**src/rtl/cdc_hk_wr_arb.sv**
```systemverilog
`default_nettype none
// ============================================================================
//  Module      : cdc_hk_wr_arb
//  Description : Write-domain round-robin arbiter/sequencer that shares one
//                CDC toggle-handshake channel among NUM_REQ requesters.
//                Grants one requester, presents a single token to the
//                channel, waits for the round trip and pulses done to the
//                winner. Provides a sticky timeout flag and a transfer count.
//  Revision    : 1.0 - initial release
// ============================================================================
module cdc_hk_wr_arb #(
    parameter int NUM_REQ  = 4,
    parameter int ID_W     = 2,
    parameter int TO_W     = 8,
    parameter int TO_LIMIT = 200
) (
    input  logic                wclk,
    input  logic                wr_rst_n,
    input  logic                arb_en,
    input  logic [NUM_REQ-1:0]  req,
    output logic [NUM_REQ-1:0]  gnt,
    output logic [ID_W-1:0]     gnt_id,
    output logic [NUM_REQ-1:0]  done,
    output logic                hk_wr_vld,
    input  logic                hk_wr_rdy,
    output logic                busy,
    output logic                timeout_err,
    input  logic                clr_err,
    output logic [15:0]         xfer_cnt
);

    typedef enum logic [1:0] {
        S_IDLE     = 2'd0,
        S_SEND     = 2'd1,
        S_WAIT_ACK = 2'd2
    } state_t;

    localparam logic [ID_W:0]   C_NREQ_EXT = (ID_W+1)'(NUM_REQ);
    localparam logic [ID_W-1:0] C_LAST_ID  = ID_W'(NUM_REQ - 1);
    localparam logic [TO_W-1:0] C_TO_LIMIT = TO_W'(TO_LIMIT);

    state_t               state_q, state_d;
    logic [NUM_REQ-1:0]   gnt_q, gnt_d;
    logic [ID_W-1:0]      gnt_id_q, gnt_id_d;
    logic [NUM_REQ-1:0]   done_q, done_d;
    logic [ID_W-1:0]      ptr_q, ptr_d;
    logic [TO_W-1:0]      to_cnt_q, to_cnt_d;
    logic                 timeout_err_q, timeout_err_d;
    logic [15:0]          xfer_cnt_q, xfer_cnt_d;

    logic [ID_W:0]        cand;
    logic                 found;
    logic [ID_W-1:0]      sel_id;
    logic [TO_W-1:0]      to_cnt_inc;
    logic                 to_set;

    // Round-robin search: first requesting index at or above the pointer, wrapping.
    always_comb begin
        found  = 1'b0;
        sel_id = '0;
        cand   = '0;
        for (int i = 0; i < NUM_REQ; i++) begin
            cand = {1'b0, ptr_q} + (ID_W+1)'(i);
            if (cand >= C_NREQ_EXT) begin
                cand = cand - C_NREQ_EXT;
            end
            if (!found && req[cand[ID_W-1:0]]) begin
                found  = 1'b1;
                sel_id = cand[ID_W-1:0];
            end
        end
    end

    // Round-trip timeout: the flag fires on the cycle the counter reaches the limit.
    always_comb begin
        to_cnt_inc = to_cnt_q + 1'b1;
        to_set     = (state_q == S_WAIT_ACK) && (to_cnt_q != '1) &&
                     (to_cnt_inc == C_TO_LIMIT);
    end

    // Next-state and datapath updates for the grant/send/wait sequence.
    always_comb begin
        state_d     = state_q;
        gnt_d       = gnt_q;
        gnt_id_d    = gnt_id_q;
        done_d      = '0;
        ptr_d       = ptr_q;
        to_cnt_d    = to_cnt_q;
        xfer_cnt_d  = xfer_cnt_q;

        case (state_q)
            S_IDLE: begin
                // req is only looked at here; later deassertion cannot cancel a transfer.
                if (arb_en && found) begin
                    gnt_d          = '0;
                    gnt_d[sel_id]  = 1'b1;
                    gnt_id_d       = sel_id;
                    state_d        = S_SEND;
                end
            end
            S_SEND: begin
                // Token stays offered while the previous round trip is still pending.
                if (hk_wr_rdy) begin
                    state_d = S_WAIT_ACK;
                end
            end
            S_WAIT_ACK: begin
                if (hk_wr_rdy) begin
                    state_d    = S_IDLE;
                    done_d     = gnt_q;
                    gnt_d      = '0;
                    ptr_d      = (gnt_id_q == C_LAST_ID) ? '0 : gnt_id_q + 1'b1;
                    xfer_cnt_d = xfer_cnt_q + 16'd1;
                    to_cnt_d   = '0;
                end else if (to_cnt_q != '1) begin
                    to_cnt_d = to_cnt_inc;
                end
            end
            default: begin
                state_d = S_IDLE;
                gnt_d   = '0;
            end
        endcase

        // Set has priority over a simultaneous clear.
        if (to_set) begin
            timeout_err_d = 1'b1;
        end else if (clr_err) begin
            timeout_err_d = 1'b0;
        end else begin
            timeout_err_d = timeout_err_q;
        end
    end

    // State and datapath registers; reset abandons any in-flight transfer.
    always_ff @(posedge wclk or negedge wr_rst_n) begin
        if (!wr_rst_n) begin
            state_q       <= S_IDLE;
            gnt_q         <= '0;
            gnt_id_q      <= '0;
            done_q        <= '0;
            ptr_q         <= '0;
            to_cnt_q      <= '0;
            timeout_err_q <= 1'b0;
            xfer_cnt_q    <= '0;
        end else begin
            state_q       <= state_d;
            gnt_q         <= gnt_d;
            gnt_id_q      <= gnt_id_d;
            done_q        <= done_d;
            ptr_q         <= ptr_d;
            to_cnt_q      <= to_cnt_d;
            timeout_err_q <= timeout_err_d;
            xfer_cnt_q    <= xfer_cnt_d;
        end
    end

    assign gnt         = gnt_q;
    assign gnt_id      = gnt_id_q;
    assign done        = done_q;
    assign hk_wr_vld   = (state_q == S_SEND);
    assign busy        = (state_q != S_IDLE);
    assign timeout_err = timeout_err_q;
    assign xfer_cnt    = xfer_cnt_q;

endmodule
`default_nettype wire
```
**config.mk**
```make
export PLATFORM = sky130hd
export DESIGN_NAME = cdc_hk_wr_arb
export DESIGN_NICKNAME = d
export VERILOG_FILES = /design/src/rtl/cdc_hk_wr_arb.sv
export SDC_FILE = /design/constraint.sdc
export NUM_CORES = 1
export LEC_CHECK = 0
export BUFFER_PORTS_ARGS = -buffer_cell sky130_fd_sc_hd__clkbuf_2
export CAP_MARGIN = 20
export CORE_MARGIN = 1.5
export CORE_UTILIZATION = 51
export CTS_BUF_LIST = sky130_fd_sc_hd__clkbuf_4
export CTS_CLUSTER_SIZE = 24
export DETAILED_ROUTE_END_ITERATION = 10
export PLACE_DENSITY = 0.9
export SYNTH_ARGS = -nofsm -noshare
export SYNTH_HDL_FRONTEND = slang
export SYNTH_SLANG_ARGS = --single-unit
```
**constraint.sdc**
```tcl
create_clock -name wclk -period 1.6 [get_ports wclk]
set_input_delay 0.32 -clock wclk [delete_from_list [all_inputs] [get_ports wclk]]
set_output_delay 0.32 -clock wclk [all_outputs]
set_load 0.05 [all_outputs]
```
# Word level (Yosys, flattened, before mapping)

Cells that the tools add are included.

$add $sub $neg: 10
$lt $le $gt $ge: 10
Equality and inequality tests: 8
Mux-type cells: 36
Bitwise logic cells: 1
Reduce and logical (&&, ||, !) cells: 19

Operators with widths:

| cell                  | number |
|---|---|
| $mux 2                | 12 |
| $add 16x1->16 const B | 1 |
| $mux 4                | 4 |
| $mux 8                | 2 |
| $lt 2x3->1 const B    | 5 |
| $pmux 4 s3            | 1 |
| $mux 1                | 11 |
| $ge 3x3->1 const B    | 3 |
| $add 8x1->8 const B   | 1 |
| $bmux 1 s2            | 4 |
| $eq 8x8->1 const B    | 1 |
| $ne 8x8->1 const B    | 1 |
| $sub 2x1->2 const B   | 4 |
| $logic_and 1x1->1     | 7 |
| $add 2x2->3 const B   | 2 |
| $pmux 2 s3            | 1 |
| $reduce_and 2->1      | 3 |
| $reduce_and 3->1      | 2 |
| $reduce_bool 2->1     | 3 |
| $eq 2x2->1 const B    | 2 |
| $ne 2x2->1 const B    | 2 |
| $add 2x1->3 const B   | 1 |
| $ge 2x3->1 const B    | 1 |
| $logic_not 1->1       | 3 |
| 7 further kinds       | 7 |

Register bits: 39
Output and inout port bits: 29
Word-level logic and storage cells: 92

# Logic depth before layout (Yosys ltp)

Gate-level depths: netlist (run 1).

Word-level depth: 20
Mapped depth: 6
Mapped depth without buffers: 5

# Least setup slack after synthesis (run 1)

Ideal clock, no wire load.

Kind: reg2reg
From: register xfer_cnt_q[4], in the netlist xfer_cnt[4]
To: register xfer_cnt_q[12], in the netlist xfer_cnt[12]
Library setup time: 0.142 ns
Arrival time: 1.659 ns
Data required time: 1.458 ns
Setup slack: -0.201 ns
Cell stages (with the launch flop): 5
Buffers on the path: 0
Cell sequence: dfrtp_1 > nand4_1 > nor4_4 > nand3_1 > xnor2_1

Word-level cells in the longest chain between the ends: 1

Ends and longest elaborated chain:

| what                   | RTL line | text |
|---|---|---|
| start, declared        | 49       | `logic [15:0] xfer_cnt_q, xfer_cnt_d;` |
| start signal, assigned | 154      | `xfer_cnt_q <= xfer_cnt_d;` |
| $add 16x1->16          | 113      | `xfer_cnt_d = xfer_cnt_q + 16'd1;` |

Every way passes these cells.
A chain may end at the register's enable or synchronous reset.

# Final worst setup path (run 1)

From: register state_q[1]
To: output port hk_wr_vld

Word-level cells in the longest chain between the ends: 1

Ends and longest elaborated chain:

| what                   | RTL line | text |
|---|---|---|
| start, declared        | 42       | `state_t state_q, state_d;` |
| start signal, assigned | 147      | `state_q <= state_d;` |
| $eq 2x1->1             | 161      | `assign hk_wr_vld = (state_q == S_SEND);` |
| end, declared          | 24       | `output logic hk_wr_vld,` |

Every way passes these cells.

==> results of run 1 <==
power by group through the flow:
| stage | sequential, mW | combinational [mW] | clock (mW) |
|---|---|---|---|
| 2_1_floorplan | 1.94 | 0.754 | 0 |
| 3_3_place_gp | 1.56 | 1.53 | 0 |
| 3_5_place_dp | 1.57 | 1.58 | 0 |
| 4_1_cts | 1.56 | 1.62 | 0.651 |
| 6_report | 1.56 | 1.67 | 0.634 |
| 5_1_grt | 1.61 | 1.81 | 0.703 |
logic make-up (layout without fill, tap and decap cells):
logic type	Yosys count	after routing	share of synthesized area, %
AND/OR/NAND/NOR	64	64	20.5
AO/OA/AOI/OAI	43	43	15.9
flip-flops	39	39	50.3
XOR/XNOR	15	15	6.77
buffers and inverters	11	62	2.26
adder cells (fa/ha/maj)	4	4	2.58
multiplexers	3	3	1.68
layout make-up:
class                      count  share of cell area, %
clock inverter                 3                   1.63
clock buffer                   5                   1.58
multi-input combinational    129                   39.3
sequential                    39                   41.6
inverter                       6                  0.949
tap                           48                   2.53
timing repair buffer          48                   12.4
per-layer routing:
layer	track usage, %	routed length (um)
met3	4.17	174
met1	27.4	1810
met4	9.31	77
met2	33.3	1840
met5	0	0
placed cells by master, fill, tap and decap left out, types with 3 or more instances in the layout:
master    count
xor2_1        4
ha_1          4
xnor2_1      11
a31oi_1       3
nor2b_1       3
inv_1         6
a32o_1        4
clkbuf_2     35
nand2_1      17
nand3_1       5
a21oi_1       9
o21ai_0       9
buf_4        10
nand2b_1      3
nand4_1       4
nor2_1        5
clkbuf_4      5
and4_1        3
dfrtp_1      30
dfrtp_2       9
and3_1        5
synth_stat cells (2+ instances only):
library cell	count	share of area (%)
and3_1	6	1.9
nor2b_1	3	0.97
buf_2	2	0.52
a32o_1	4	2.1
ha_1	4	2.6
xor2_1	4	1.8
and2_1	2	0.65
clkbuf_1	3	0.58
and4_1	3	1.4
a21oi_1	10	2.6
nor2_1	6	1.2
inv_1	6	1.2
nand2_1	17	3.3
a31o_2	2	0.90
nand3_1	5	1.3
o21ai_0	9	2.3
a31oi_1	3	0.97
mux2_2	2	1.2
nand2b_1	3	0.97
xnor2_1	11	5.0
a41o_1	2	1.0
dfrtp_1	39	50
nand4_1	4	1.3
nor4_4	2	2.2
state kept, by name, summed over array words and instances (netlist names):
signal and flops:
to_cnt_q 8, done 4, timeout_err 1, ptr_q 2, state_q 2, xfer_cnt 16, gnt 4, gnt_id 2
path summary, 6_finish.rpt:
check                             start  slack [ns]           end
max                          state_q[1]        0.06     hk_wr_vld
min                             clr_err        0.26   timeout_err
max reg2reg                 to_cnt_q[0]        0.08   to_cnt_q[5]
min reg2reg                xfer_cnt[15]        0.48  xfer_cnt[15]
max in group asynchronous      wr_rst_n        0.66   xfer_cnt[0]
min in group asynchronous      wr_rst_n        0.45   to_cnt_q[4]
stage by stage:
step,hold WS (ns),cells
after global routing,0.261,278
after floorplan,0.0244,179
final,0.257,278
after detailed placement,0.298,267
after CTS,0.245,276
after global placement,0.287,267
what timing repair did:
action | in CTS | in global routing
hold buffers | 1 | 0
endpoints found under the setup margin | 2 | 6
pin swaps | 0 | 1
setup buffers | 0 | 2
resized for setup | 5 | 5
hold endpoints to repair | 17 | 0
critical path: stages (launching register included):
cell,delay (ns)
dfrtp_2,0.47
nand2b_1,0.17
inv_1,0.10
buf_8,0.15
==> flow_summary.yaml, run 1 <==
placement:
  gp_congestion: 0.825
  hpwl_mm: 2.95
  numPortBuffers: 37
  placed_cell_area_sq_um: 2250
  dp_slack_ns: 0.0135
sta:
  fmax_mhz: 647
  setup_violations: 0
  rsz0062_at_grt: "yes"
  skew_ns: 0.00922
  hold_viol: 0
  finalSetupTns_ns: 0
  tightestPinTransition_ns: 0.475
  slew_headroom_pct: 68.3
  drv_slew: 0
  final.period_utilization_pct: 96.6
  fin_crit_ns: 1.54
  finalWorstSetupSlack_ns: 0.0552
worst_hold_path:
  min_path_cells: 3
  hold_path_class: "input port to register"
layout:
  synthToLayoutAreaGrowth_pct: 22.4
  multi_input_area_sq_um: 932
  utilization_pct: 64.8
  fill_cells: 281
  nNetsFinal: 242
  ff_latch_area_sq_um: 987
  design_area_sq_um: 2370
  n_antenna_cell: 0
  drive_gt1_share_pct: 33.9
die:
  io_pins: 38
  fp.dieW_um: 64.7
  rows: 22
  die_h_um: 64.7
  die-area_sq_um: 4180
  core_sq_um: 3660
  start_util_pct: 53.0
run:
  drv_cap: 0
logic_synthesis:
  yosysSeqAreaShare_pct: 50.3
  syn_area_sq_um: 1940
  netlist_instances: 179
  synth_seq_cells: 39
  synth_ff_type: "dfrtp_1"
  synth-edff-count: 0
  synth_cell_types: 51
  ys_async_sr_fraction_pct: 100
  synth_area_per_cell_sq_um: 10.8
  syn_nets: 192
  yosysWarnings: 0
power_and_ir_drop:
  power.switching_mw: 1.70
  p_clk_share_pct: 16.4
  p_comb_share_pct: 43.2
  p_int_mw: 2.17
  pwr_density_cell_nw_per_um2: 1630
  switching_share_pct: 44.0
  power_frac_seq_pct: 40.4
  peakVddDrop_mv: 1.38
  leakagePower_nw: 1.17
  power_mw: 3.87
grt:
  grt_antenna_before_repair: 0
  grt_max_degree: 23
  grt_overflow: 0
  grt_pass1_wl_mm: 6.66
  grt_pass1_vias: 1434
  grt_use_total_pct: 20.8
detailed_routing:
  drt-initial-drc-count: 74
  drtAntennaViolNets: 0
  vias: 1556
  first_pass_iters: 4
  drc: 0
  viasPerCell: 5.60
  routed_wl_mm: 3.90
  drt-wirelength-per-cell_um: 14.0
worst_setup_path:
  crit_path_end_kind: "output pin"
  criticalPathCategory: "register to output pin"
  cp_data_required_time_ns: 1.28
  worst-path-max-fanout: 6
  arrival_ns: 1.22
  setup.worst_path.start_class: "register"
  rr_worst_depth: 5
clocking:
  numCtsBuffers: 5
  cts_tree: "yes"
  clock_latency_ns: 0.34
  clkTransAtPathRegs_ns: 0.11
  clk_path_buf_depth: 2
  clk_root_buffer_cell: "clkbuf_4"
  clock_sinks: 39
  htree_levels: 2
status:
  status: "finished clean"
No activity file was read; power rests on OpenSTA's default activity.
==> run 2, diff against run 1 <==
PLACE_DENSITY = 0.79   (was 0.9)
==> run 2 against run 1 <==
Compared with the run above:
- the run now ends with hold timing left
- final cell count increased by 0.72%
- sequential power about the same
- setup slack improved by 0.026 ns
- largest cell class unchanged
- non-clock buffer count increased by 2
- clock skew increased by 0.010 ns
- critical endpoint is now busy
- design area decreased by 0.90%
- combinational power increased by 3%
- count of clock-buffer cells in the layout increased by 1
- critical path type unchanged
- via count decreased by 0.19%
- fmax increased by 1.7%
==> flow_summary.yaml, run 2 (synthesis gave the netlist of run 1 again) <==
layout:
  final_cells: 280
  design_area_sq_um: 2350
  drive_gt1_share_pct: 35.8
  largest_reg_flops: 16
  synthToLayoutAreaGrowth_pct: 21.3
  fill_cells: 308
  n_antenna_cell: 0
  layout_common_cells: "clkbuf_2, dfrtp_1, nand2_1, buf_4, xnor2_1"
  final_common_cell: "clkbuf_2"
  nNetsFinal: 244
sta:
  tightestPinTransition_ns: 0.475
  final.period_utilization_pct: 94.9
  hold_viol: 3
  drv_slew: 0
  finalWorstSetupSlack_ns: 0.0816
  slew_headroom_pct: 68.3
  fmax_mhz: 659
  fin_crit_ns: 1.52
  holdWs_ns: -0.00363
  setup_violations: 0
  skew_ns: 0.0195
worst_setup_path:
  cp_top_family: "flip-flops"
  cp_data_required_time_ns: 1.28
  critPathBufInv: 3
  arrival_ns: 1.20
  cpMostUsedCell: "buf_4"
  r2r-start: "state_q[1]"
  crit_path_end_kind: "output pin"
  criticalPathCategory: "register to output pin"
  critical-path-max-stage-delay_ns: 0.39
  worstSetupStartpoint: "state_q[0]"
  slowest_stage: "dfrtp_1"
  worst-path-max-fanout: 5
  crit_chain: "buf_4, nor2_4, inv_1, buf_4"
  setup.worst_path.start_class: "register"
run:
  drv_cap: 0
clocking:
  clk_path_buf_depth: 2
  clkTransAtPathRegs_ns: 0.12
  cts_tree: "yes"
  clock_latency_ns: 0.35
  clk_root_buffer_cell: "clkbuf_4"
  htree_levels: 2
  numCtsBuffers: 5
  holdBufCountCts: 0
  clock_sinks: 39
detailed_routing:
  viasPerCell: 5.55
  wl_met1_mm: 1.74
  drt-initial-drc-count: 76
  vias: 1553
  drc: 0
  route.met2.wl_mm: 1.77
  routed_wl_mm: 3.72
  dr_wl_met3_um: 174
  top_layer: "met4"
  first_pass_iters: 4
  drtAntennaViolNets: 0
  drt-wirelength-per-cell_um: 13.3
die:
  fp.dieW_um: 64.7
  core_sq_um: 3660
  rows: 22
  start_util_pct: 53.0
  die_h_um: 64.7
  io_pins: 38
  die-area_sq_um: 4180
power_and_ir_drop:
  power_mw: 3.76
  leakagePower_nw: 1.17
  peakVddDrop_mv: 1.28
  pwr_density_cell_nw_per_um2: 1600
placement:
  numPortBuffers: 37
  dp_slack_ns: 0.0138
  placed_cells: 268
  placed_cell_area_sq_um: 2240
  hpwl_mm: 2.73
  gp_congestion: 0.790
grt:
  grt_use_total_pct: 20.6
  grt_max_degree: 40
  grt_pass1_wl_mm: 6.59
  grt_pass1_vias: 1416
  grt_overflow: 0
  grt_antenna_before_repair: 0
worst_hold_path:
  hold_path_class: "input port to async pin"
status:
  status: "finished, violations left"
  violations: "hold timing"
[run 2: power breakdown]
group          switching [mW]  leakage, nW  internal (mW)
logic                    1.09        0.629          0.629
clock network           0.308       0.0331          0.182
registers               0.304        0.503           1.25
total                    1.70         1.17           2.06
[run 2: worst paths after layout]
check	slack, ns	depth (start not counted)	to
worst max register to register	0.10	5	xfer_cnt[12]
min in group wclk	0.25	3	timeout_err
worst min-delay path	-0.004	2	xfer_cnt[13]
worst min register to register	0.47	1	xfer_cnt[15]
max in group asynchronous	1.23	2	state_q[1]
worst max-delay path	0.08	4	busy
[run 2: worst register-to-register path, cell delays in order, from the launching register on]
cell and delay [ns]:
dfrtp_2 0.43, buf_4 0.13, nand3b_2 0.18, nor4_4 0.39
nand3_1 0.13, xnor2_1 0.14
[run 2: metal layers]
layer | up-vias | track usage (%)
li1 | 762 | -
met5 | - | 0
met2 | 50 | 33.6
met1 | 736 | 27.8
met3 | 5 | 4.69
met4 | 0 | 5.59
[run 2: final cells by class]
class                      count  area, sq um  area share [%]
clock inverter                 2         8.76           0.372
tap                           48         60.1            2.55
timing repair buffer          50          295            12.6
inverter                       6         22.5           0.957
clock buffer                   6         45.0            1.91
sequential                    39          987            42.0
multi-input combinational    129          933            39.7
[run 2: per-stage QoR]
step | TNS (ns) | hold slack, ns | utilization (%)
detailed placement | 0 | 0.399 | 61.2
CTS | 0 | 0.00467 | 63.1
finish | 0 | -0.00363 | 64.3
floorplan | -0.00664 | 0.0244 | -
global route | -0.000912 | 0.0190 | 64.3
global placement | 0 | 0.396 | 61.2
[run 2: timing repair]
item                       CTS  global route
pin swaps                    0             1
setup buffers                0             4
setup endpoints to repair    2             5
resized for setup            5             7
==> run 3, diff against run 2 <==
--- a/config.mk
+++ b/config.mk
@@ -14,4 +14,5 @@
 export DETAILED_ROUTE_END_ITERATION = 10
 export PLACE_DENSITY = 0.79
+export SLEW_MARGIN = 20
 export SYNTH_ARGS = -nofsm -noshare
 export SYNTH_HDL_FRONTEND = slang
==> constraint.sdc (replaced) <==
create_clock -name wclk -period 1.6 [get_ports wclk]
set_input_delay 0.32 -clock wclk [delete_from_list [all_inputs] [get_ports wclk]]
set_output_delay 0.32 -clock wclk [all_outputs]
set_load 0.02 [all_outputs]
==> run 3 against run 2 <==
Compared with the run above:
- the run still ends with hold timing left
- register-to-register slack about the same
- count of clock-buffer cells in the layout up 1
- sequential share of layout area grew 0.21 points
- clock skew decreased by 0.016 ns
- non-clock buffer count down 1
- global-route usage decreased by 0.16 points
- final cell count is 0.36% lower
- core utilization shrank 0.89 points
- via count increased by 1.6%
- design area fell by 1.4%
- critical path type unchanged
==> flow_summary.yaml, run 3 (synthesis gave the netlist of run 1 again) <==
die:
  io_pins: 38
  die-area_sq_um: 4180
  rows: 22
  core_sq_um: 3660
  die_h_um: 64.7
  start_util_pct: 53.0
  fp.dieW_um: 64.7
worst_setup_path:
  critical-path-max-stage-delay_ns: 0.39
  cp_data_required_time_ns: 1.28
  rr_worst_depth: 5
  slowest_stage: "dfrtp_1"
  crit_path_end_kind: "output pin"
  crit_chain: "buf_4, nor2_2, inv_1, clkbuf_2"
  arrival_ns: 1.23
  criticalPathCategory: "register to output pin"
  setup.worst_path.start_class: "register"
  worst-path-max-fanout: 5
sta:
  fin_crit_ns: 1.55
  final.period_utilization_pct: 96.7
  fmax_mhz: 646
  drv_slew: 0
  holdWs_ns: -0.0116
  finalSetupTns_ns: 0
  tightestPinTransition_ns: 0.483
  finalWorstSetupSlack_ns: 0.0530
  slew_headroom_pct: 67.8
  skew_ns: 0.00348
  hold_viol: 34
  rsz0062_at_grt: "yes"
  setup_violations: 0
clocking:
  clk_root_buffer_cell: "clkbuf_4"
  cts_tree: "yes"
  numCtsBuffers: 5
  htree_levels: 2
  clk_path_buf_depth: 2
  clock_sinks: 39
  clock_latency_ns: 0.36
  clkTransAtPathRegs_ns: 0.11
status:
  violations: "hold timing"
  status: "finished, violations left"
detailed_routing:
  drt-initial-drc-count: 100
  drtAntennaViolNets: 0
  viasPerCell: 5.66
  vias: 1578
  drc: 0
  drt-wirelength-per-cell_um: 13.9
  routed_wl_mm: 3.87
  first_pass_iters: 4
layout:
  layout_common_cells: "dfrtp_1, clkbuf_2, nand2_1, buf_4, xnor2_1"
  nNetsFinal: 243
  n_antenna_cell: 0
  drive_gt1_share_pct: 32.0
  synthToLayoutAreaGrowth_pct: 19.6
  final_common_cell: "dfrtp_1"
  fill_cells: 324
  largest_reg_flops: 16
  utilization_pct: 63.4
  final_cells: 279
  design_area_sq_um: 2320
grt:
  grt_overflow: 0
  grt_pass1_vias: 1401
  grt_antenna_before_repair: 0
  grt_max_degree: 40
  grt_pass1_wl_mm: 6.49
  grt_use_total_pct: 20.4
placement:
  numPortBuffers: 37
  hpwl_mm: 2.75
  dp_slack_ns: 0.0146
  gp_congestion: 0.822
  placed_cells: 270
  placed_cell_area_sq_um: 2250
run:
  drv_cap: 0
power_and_ir_drop:
  peakVddDrop_mv: 0.807
  leakagePower_nw: 1.17
  pwr_density_cell_nw_per_um2: 1430
  power_mw: 3.32
worst_hold_path:
  hold_path_class: "input port to async pin"
-- run 3: cell types whose count changed in the layout (fill, tap and decap cells not counted), sizes merged --
cell,before,now
buf,15,13
clkbuf,41,43
clkinv,2,1
-- run 3: routing by layer --
layer | global-route usage, % | vias to the layer above | part of all wire (%) | wire [um]
met4 | 9.57 | 0 | 2.0 | 78
li1 | - | 760 | - | -
met2 | 32.2 | 55 | 47 | 1820
met1 | 27.1 | 756 | 45 | 1740
met5 | 0 | - | 0 | 0
met3 | 4.34 | 7 | 6.2 | 239
-- run 3: final timing paths --
kind	start	end	slack (ns)
max in group asynchronous	wr_rst_n	state_q[1]	1.25
worst min register to register	xfer_cnt[15]	xfer_cnt[15]	0.47
worst min-delay path	wr_rst_n	xfer_cnt[13]	-0.01
min in group wclk	clr_err	timeout_err	0.22
worst max register to register	to_cnt_q[1]	to_cnt_q[5]	0.10
worst max-delay path	state_q[0]	busy	0.05
-- run 3: power by group --
part           internal, mW  leakage (nW)  switching, mW
Sequential             1.24         0.514          0.322
Clock                 0.205        0.0361          0.327
Combinational         0.525         0.621          0.697
Total                  1.97          1.17           1.35
-- run 3: repair_timing --
item	in CTS	in global routing
resized for setup	0	6
hold buffers	0	0
endpoints found under the setup margin	0	7
setup buffers	0	1
hold endpoints to repair	0	0
-- run 3: cell type report --
cell class	instances	area, sq um	area share (%)
repair buffers	49	275	11.9
multi-input cells	129	926	39.9
inverters	6	22.5	0.971
flip-flops and latches	39	978	42.2
clock inverters	1	5.00	0.216
well taps	48	60.1	2.59
clock buffers	7	52.6	2.27
-- run 3: critical path, delay by kind of cell (launching register included) --
family                 cells  cell delay [ns]
buffers and inverters      3             0.35
DFF                        1             0.39
and+or+nand+nor            1             0.12
